File: src/rtl/lcd_bus_pkg.sv
// Shared types and constants for the two-port HD44780 character-LCD bus arbiter.
package lcd_bus_pkg;

    typedef enum logic [2:0] {
        S_IDLE  = 3'd0,
        S_SETUP = 3'd1,
        S_PULSE = 3'd2,
        S_HOLD  = 3'd3,
        S_EXEC  = 3'd4,
        S_DONE  = 3'd5
    } lcd_state_t;

    localparam logic PORT_INIT = 1'b0;
    localparam logic PORT_USER = 1'b1;

    localparam logic [7:0] LCD_CMD_CLEAR = 8'h01;
    localparam logic [7:0] LCD_CMD_HOME  = 8'h02;

    // Clear (0x01) and both home encodings (0x02/0x03) need the long execution wait.
    function automatic logic is_long_cmd(input logic rs, input logic [7:0] code);
        return !rs && ((code == LCD_CMD_CLEAR) || ((code | 8'h01) == (LCD_CMD_HOME | 8'h01)));
    endfunction

    function automatic int unsigned max_u(input int unsigned a, input int unsigned b);
        return (a > b) ? a : b;
    endfunction

endpackage

File: src/rtl/lcd_cycle_timer.sv
// Loadable down-counter that flags the last cycle of an LCD bus phase.
module lcd_cycle_timer
    import lcd_bus_pkg::*;
#(
    parameter int W = 17
) (
    input  logic         clk,
    input  logic         rst,
    input  logic         load,
    input  logic [W-1:0] load_value,
    output logic         expired
);

    logic [W-1:0] count_reg;

    // Counts down to 1 and parks there; a phase of N cycles is loaded with N.
    always_ff @(posedge clk) begin
        if (rst) begin
            count_reg <= '0;
        end else if (load) begin
            count_reg <= load_value;
        end else if (count_reg > W'(1)) begin
            count_reg <= count_reg - W'(1);
        end
    end

    assign expired = (count_reg == W'(1));

endmodule

File: src/rtl/lcd_bus_arbiter.sv
// Two-port HD44780 bus controller: arbitrates init sequencer vs. runtime writer and
// generates setup/E-pulse/hold/exec timing. Define LCD_ARB_RR_EN for round-robin arbitration.
module lcd_bus_arbiter
    import lcd_bus_pkg::*;
#(
    parameter int unsigned T_SETUP = 2,
    parameter int unsigned T_PULSE = 12,
    parameter int unsigned T_HOLD  = 2,
    parameter int unsigned T_EXEC  = 2000,
    parameter int unsigned T_CLEAR = 82000
) (
    input  logic       clk,
    input  logic       rst,
    input  logic       init_complete_flag,
    input  logic       req0,
    input  logic       rs0,
    input  logic       rw0,
    input  logic [7:0] data0,
    input  logic       req1,
    input  logic       rs1,
    input  logic       rw1,
    input  logic [7:0] data1,
    output logic       ack0,
    output logic       ack1,
    output logic       busy,
    output logic       RS,
    output logic       RW,
    output logic       E,
    output logic [7:0] data
);

    localparam int unsigned T_MAX = max_u(max_u(max_u(T_SETUP, T_PULSE), max_u(T_HOLD, T_EXEC)), T_CLEAR);
    localparam int TW = $clog2(T_MAX + 1);

    lcd_state_t state_reg, state_next;

    logic          e_reg, rs_reg, rw_reg;
    logic [7:0]    data_reg;
    logic          port_reg;
    logic          cooldown_reg;
    logic          grant;
    logic          pick_port;
    logic          timer_load;
    logic [TW-1:0] timer_value;
    logic          expired;

    lcd_cycle_timer #(.W(TW)) u_timer (
        .clk        (clk),
        .rst        (rst),
        .load       (timer_load),
        .load_value (timer_value),
        .expired    (expired)
    );

`ifdef LCD_ARB_RR_EN
    logic last_grant_reg;

    // Resets to the user port so the init port wins the first contested grant.
    always_ff @(posedge clk) begin
        if (rst) begin
            last_grant_reg <= PORT_USER;
        end else if (grant) begin
            last_grant_reg <= pick_port;
        end
    end

    always_comb begin
        pick_port = req0 ? PORT_INIT : PORT_USER;
        if (req0 && req1 && init_complete_flag) begin
            pick_port = (last_grant_reg == PORT_INIT) ? PORT_USER : PORT_INIT;
        end
    end
`else
    always_comb begin
        pick_port = req0 ? PORT_INIT : PORT_USER;
    end
`endif

    always_comb begin
        state_next  = state_reg;
        grant       = 1'b0;
        timer_load  = 1'b0;
        timer_value = '0;
        unique case (state_reg)
            S_IDLE: begin
                // The IDLE cycle right after DONE skips arbitration, giving the
                // requester a cycle to drop its level request after ack.
                if (!cooldown_reg && (req0 || (req1 && init_complete_flag))) begin
                    grant       = 1'b1;
                    state_next  = S_SETUP;
                    timer_load  = 1'b1;
                    timer_value = TW'(T_SETUP);
                end
            end
            S_SETUP: begin
                if (expired) begin
                    state_next  = S_PULSE;
                    timer_load  = 1'b1;
                    timer_value = TW'(T_PULSE);
                end
            end
            S_PULSE: begin
                if (expired) begin
                    state_next  = S_HOLD;
                    timer_load  = 1'b1;
                    timer_value = TW'(T_HOLD);
                end
            end
            S_HOLD: begin
                if (expired) begin
                    state_next  = S_EXEC;
                    timer_load  = 1'b1;
                    timer_value = is_long_cmd(rs_reg, data_reg) ? TW'(T_CLEAR) : TW'(T_EXEC);
                end
            end
            S_EXEC: begin
                if (expired) begin
                    state_next = S_DONE;
                end
            end
            S_DONE: begin
                state_next = S_IDLE;
            end
            default: begin
                state_next = S_IDLE;
            end
        endcase
    end

    always_ff @(posedge clk) begin
        if (rst) begin
            state_reg    <= S_IDLE;
            e_reg        <= 1'b0;
            rs_reg       <= 1'b0;
            rw_reg       <= 1'b0;
            data_reg     <= 8'h00;
            port_reg     <= PORT_INIT;
            cooldown_reg <= 1'b0;
        end else begin
            state_reg    <= state_next;
            e_reg        <= (state_next == S_PULSE);
            cooldown_reg <= (state_reg == S_DONE);
            // Requester fields are captured once at the grant; later changes are ignored.
            if (grant) begin
                port_reg <= pick_port;
                if (pick_port == PORT_INIT) begin
                    rs_reg   <= rs0;
                    rw_reg   <= rw0;
                    data_reg <= data0;
                end else begin
                    rs_reg   <= rs1;
                    rw_reg   <= rw1;
                    data_reg <= data1;
                end
            end
        end
    end

    assign ack0 = (state_reg == S_DONE) && (port_reg == PORT_INIT);
    assign ack1 = (state_reg == S_DONE) && (port_reg == PORT_USER);
    assign busy = (state_reg != S_IDLE);
    assign RS   = rs_reg;
    assign RW   = rw_reg;
    assign E    = e_reg;
    assign data = data_reg;

endmodule

File: config.mk
export PLATFORM = sky130hd
export DESIGN_NAME = lcd_bus_arbiter
export DESIGN_NICKNAME = d
export VERILOG_FILES = /design/src/rtl/lcd_bus_pkg.sv /design/src/rtl/lcd_cycle_timer.sv /design/src/rtl/lcd_bus_arbiter.sv
export SDC_FILE = /design/constraint.sdc
export NUM_CORES = 1
export LEC_CHECK = 0
export ABC_AREA = 1
export CAP_MARGIN = 20
export CORE_MARGIN = 8
export CORE_UTILIZATION = 39
export CTS_CLUSTER_SIZE = 20
export DETAILED_ROUTE_END_ITERATION = 8
export PLACE_DENSITY_LB_ADDON = 0.15
export SKIP_CTS_REPAIR_TIMING = 1
export SLEW_MARGIN = 20
export SYNTH_ARGS = -nofsm -noshare
export SYNTH_HDL_FRONTEND = slang
export SYNTH_SLANG_ARGS = --single-unit
File: constraint.sdc
create_clock -name clk -period 1.9 [get_ports clk]
set_input_delay 0.19 -clock clk [delete_from_list [all_inputs] [get_ports clk]]
set_output_delay 0.19 -clock clk [all_outputs]
set_load 0.01 [all_outputs]
==> impl_metrics.yaml <==
sta:
  setup_ws_ns: 0.159
  worst_pin_slew_ns: 0.399
  skew_ns: 0.00615
  slew_viol_final: 0
  period_share_pct: 91.6
  hold_violations: 0
  relSlewSlack_pct: 73.4
  rsz0062_at_grt: "no"
  finalCriticalPeriod_ns: 1.74
  fmax_mhz: 574
  finalSetupViolCount: 0
layout:
  final.fill_count: 573
  final_cells: 431
  post-route-util_pct: 49.5
  area_growth_pct: 25.0
  seq_area_um2: 662
  drive_gt1_share_pct: 17.0
  layout.nets: 385
  multi_input_area_mm2: 0.00127
  num_antenna_cells: 0
  largest_reg_flops: 17
power:
  pwr-share-comb_pct: 65.0
  finalPower_w: 0.00494
  power.switching_w: 0.00250
  p_leak_nw: 1.27
  p_int_w: 0.00244
  power.density_cell_area_mw_per_mm2: 1840
  swShare_pct: 50.6
  peakVddDrop_v: 0.00137
  seqPwrFrac_pct: 23.2
  clockPowerShare_pct: 11.8
routing:
  finalWirelength_um: 5120
  vias: 2012
  wire_per_inst_um: 11.9
  postRouteAntennaNets: 0
  route.detailed.drc: 0
  vias_per_cell: 4.67
  drt_iter0_markers: 92
  drtPass1Iterations: 4
clocking:
  h-tree-depth: 2
  cts_sinks: 33
  clk_pin_slew_ns: 0.07
  cts_buffers: 5
  clock_latency_ns: 0.28
  cts-root-buf: "clkbuf_8"
  cts_tree: "built"
  clock_path_buffers: 2
setup_path:
  crit_path_end_kind: "primary output"
  cp.required_ns: 1.71
  cp_slowest_cell: "clkdlybuf4s50_1"
  cpPeakStageDelay_ns: 0.48
  cp_cell_sequence: "nor2_1 -> inv_2 -> nor2_2 -> inv_1 -> clkdlybuf4s50_1"
  cp-start-kind: "flop"
  path_class: "flop to primary output"
  cp.arrival_ns: 1.55
  path_max_fanout: 5
placement:
  io_buffers: 38
  gp_congestion: 0.818
  placedCellCount: 423
  dp_slack_ns: 0.289
  place_hpwl_um: 4090
floorplanning:
  ios: 39
  die_h_um: 90.1
  rows: 27
  coreArea_mm2: 0.00541
  chipWidth_um: 90.1
  start_util_pct: 39.6
  die-area_mm2: 0.00812
flow_run:
  cap_violations: 0
global_route:
  grt_start_max_net_pins: 23
  grt_first_pass_wirelength_um: 8750
  grt_pass1_vias: 1916
  grt.overflow.total: 0
  antenna_found_initial: 0
  grt.total_usage_pct: 12.9
synth:
  synth.net_count: 347
  ys.flop_type: "dfxtp_1"
  synth_edf_count: 0
  ys_types: 29
  ys_seq_area_share_pct: 30.8
  async_flop_share_pct: 0
  yosys_warnings: 0
  synth.avg_cell_area_um2: 6.69
  syn_area_mm2: 0.00214
  syn_inst: 320
  synth_seq_cells: 33
outcome:
  outcome: "finished, final reports clean"
min_path:
  hold_path.class: "flop to flop"
-- cell type report --
class / instances / area share [%]
clock buffer: 7 / 3.60
sequential: 33 / 24.7
multi-input combinational: 238 / 47.4
timing repair buffer: 41 / 15.2
clock inverter: 1 / 0.187
tap: 72 / 3.36
inverter: 39 / 5.47
-- cell usage after synthesis, types with 4 or more instances --
library cell | n | area (µm²)
dfxtp_1 | 33 | 661
xor2_1 | 4 | 35.0
nor2_1 | 49 | 184
nand2_1 | 57 | 214
inv_1 | 36 | 135
nand2_2 | 16 | 100
nor2_4 | 6 | 67.6
o21ai_1 | 6 | 30.0
a21oi_1 | 25 | 125
o21ai_0 | 9 | 45.0
xnor2_1 | 5 | 43.8
nand3_1 | 28 | 140
nor2_2 | 15 | 93.8
-- worst paths after layout --
kind,start,end,slack (ns),cells after the start
worst max-delay path,state_reg[1],busy,0.16,5
worst min-delay path,u_timer.count_reg[0],u_timer.count_reg[0],0.49,2
worst max register to register,u_timer.count_reg[0],u_timer.count_reg[16],0.29,11
worst min register to register,u_timer.count_reg[0],u_timer.count_reg[0],0.49,2
-- cells by family (layout without fill, tap and decap cells) --
kind of cell / Yosys count / in the layout / synth area share [%]
fa+ha+maj: 2 / 2 / 1.17
compound gates: 41 / 41 / 9.70
flops: 33 / 33 / 30.8
buf+inv: 49 / 88 / 9.99
xor+xnor: 9 / 9 / 3.68
simple gates: 186 / 186 / 44.6
-- critical path, delay by kind of cell (launching register included) --
kind	cells	cell delay, ns
buf+inv	3	0.61
simple gates	2	0.32
flops	1	0.35
-- per-layer routing --
layer,global-route usage [%],vias to the layer above,routed length (µm)
met2,21.5,28,2440
li1,-,1084,-
met3,3.24,8,182
met1,15.6,892,2410
met4,4.44,0,87
met5,0,-,0
-- layout by cell type, fill, tap and decap left out, types with 2 or more instances in the layout --
| master | count |
|---|---|
| nand2_1 | 57 |
| nor2_1 | 48 |
| inv_1 | 36 |
| clkdlybuf4s50_1 | 36 |
| dfxtp_1 | 32 |
| nand3_1 | 28 |
| a21oi_1 | 25 |
| nor2_2 | 16 |
| nand2_2 | 16 |
| o21ai_0 | 9 |
| clkbuf_8 | 7 |
| o21ai_1 | 6 |
| nor2_4 | 6 |
| xnor2_1 | 5 |
| xor2_1 | 4 |
| inv_2 | 3 |
| nand2_4 | 3 |
| nand4_1 | 3 |
| buf_4 | 3 |
| nand3b_1 | 2 |
| nand3_2 | 2 |
| nor3_1 | 2 |
| ha_1 | 2 |
| dlymetal6s2s_1 | 2 |
-- power groups by stage --
stage	sequential (W)	combinational, W	clock [W]
2_1_floorplan	0.00112	0.00267	0
3_3_place_gp	0.00117	0.00317	0
3_5_place_dp	0.00116	0.00320	0
4_1_cts	0.00115	0.00322	0.000599
5_1_grt	0.00118	0.00364	0.000631
6_report	0.00115	0.00321	0.000583
-- through the flow --
step	hold WS [ns]	setup TNS, ns	area [µm²]
2_1_floorplan	0.385	0	2140
3_3_place_gp	0.478	0	2570
3_5_place_dp	0.483	0	2570
4_1_cts	0.494	-0.0604	2670
5_1_grt	0.516	0	2680
6_report	0.487	0	2680
No activity file was read; power rests on OpenSTA's default activity.
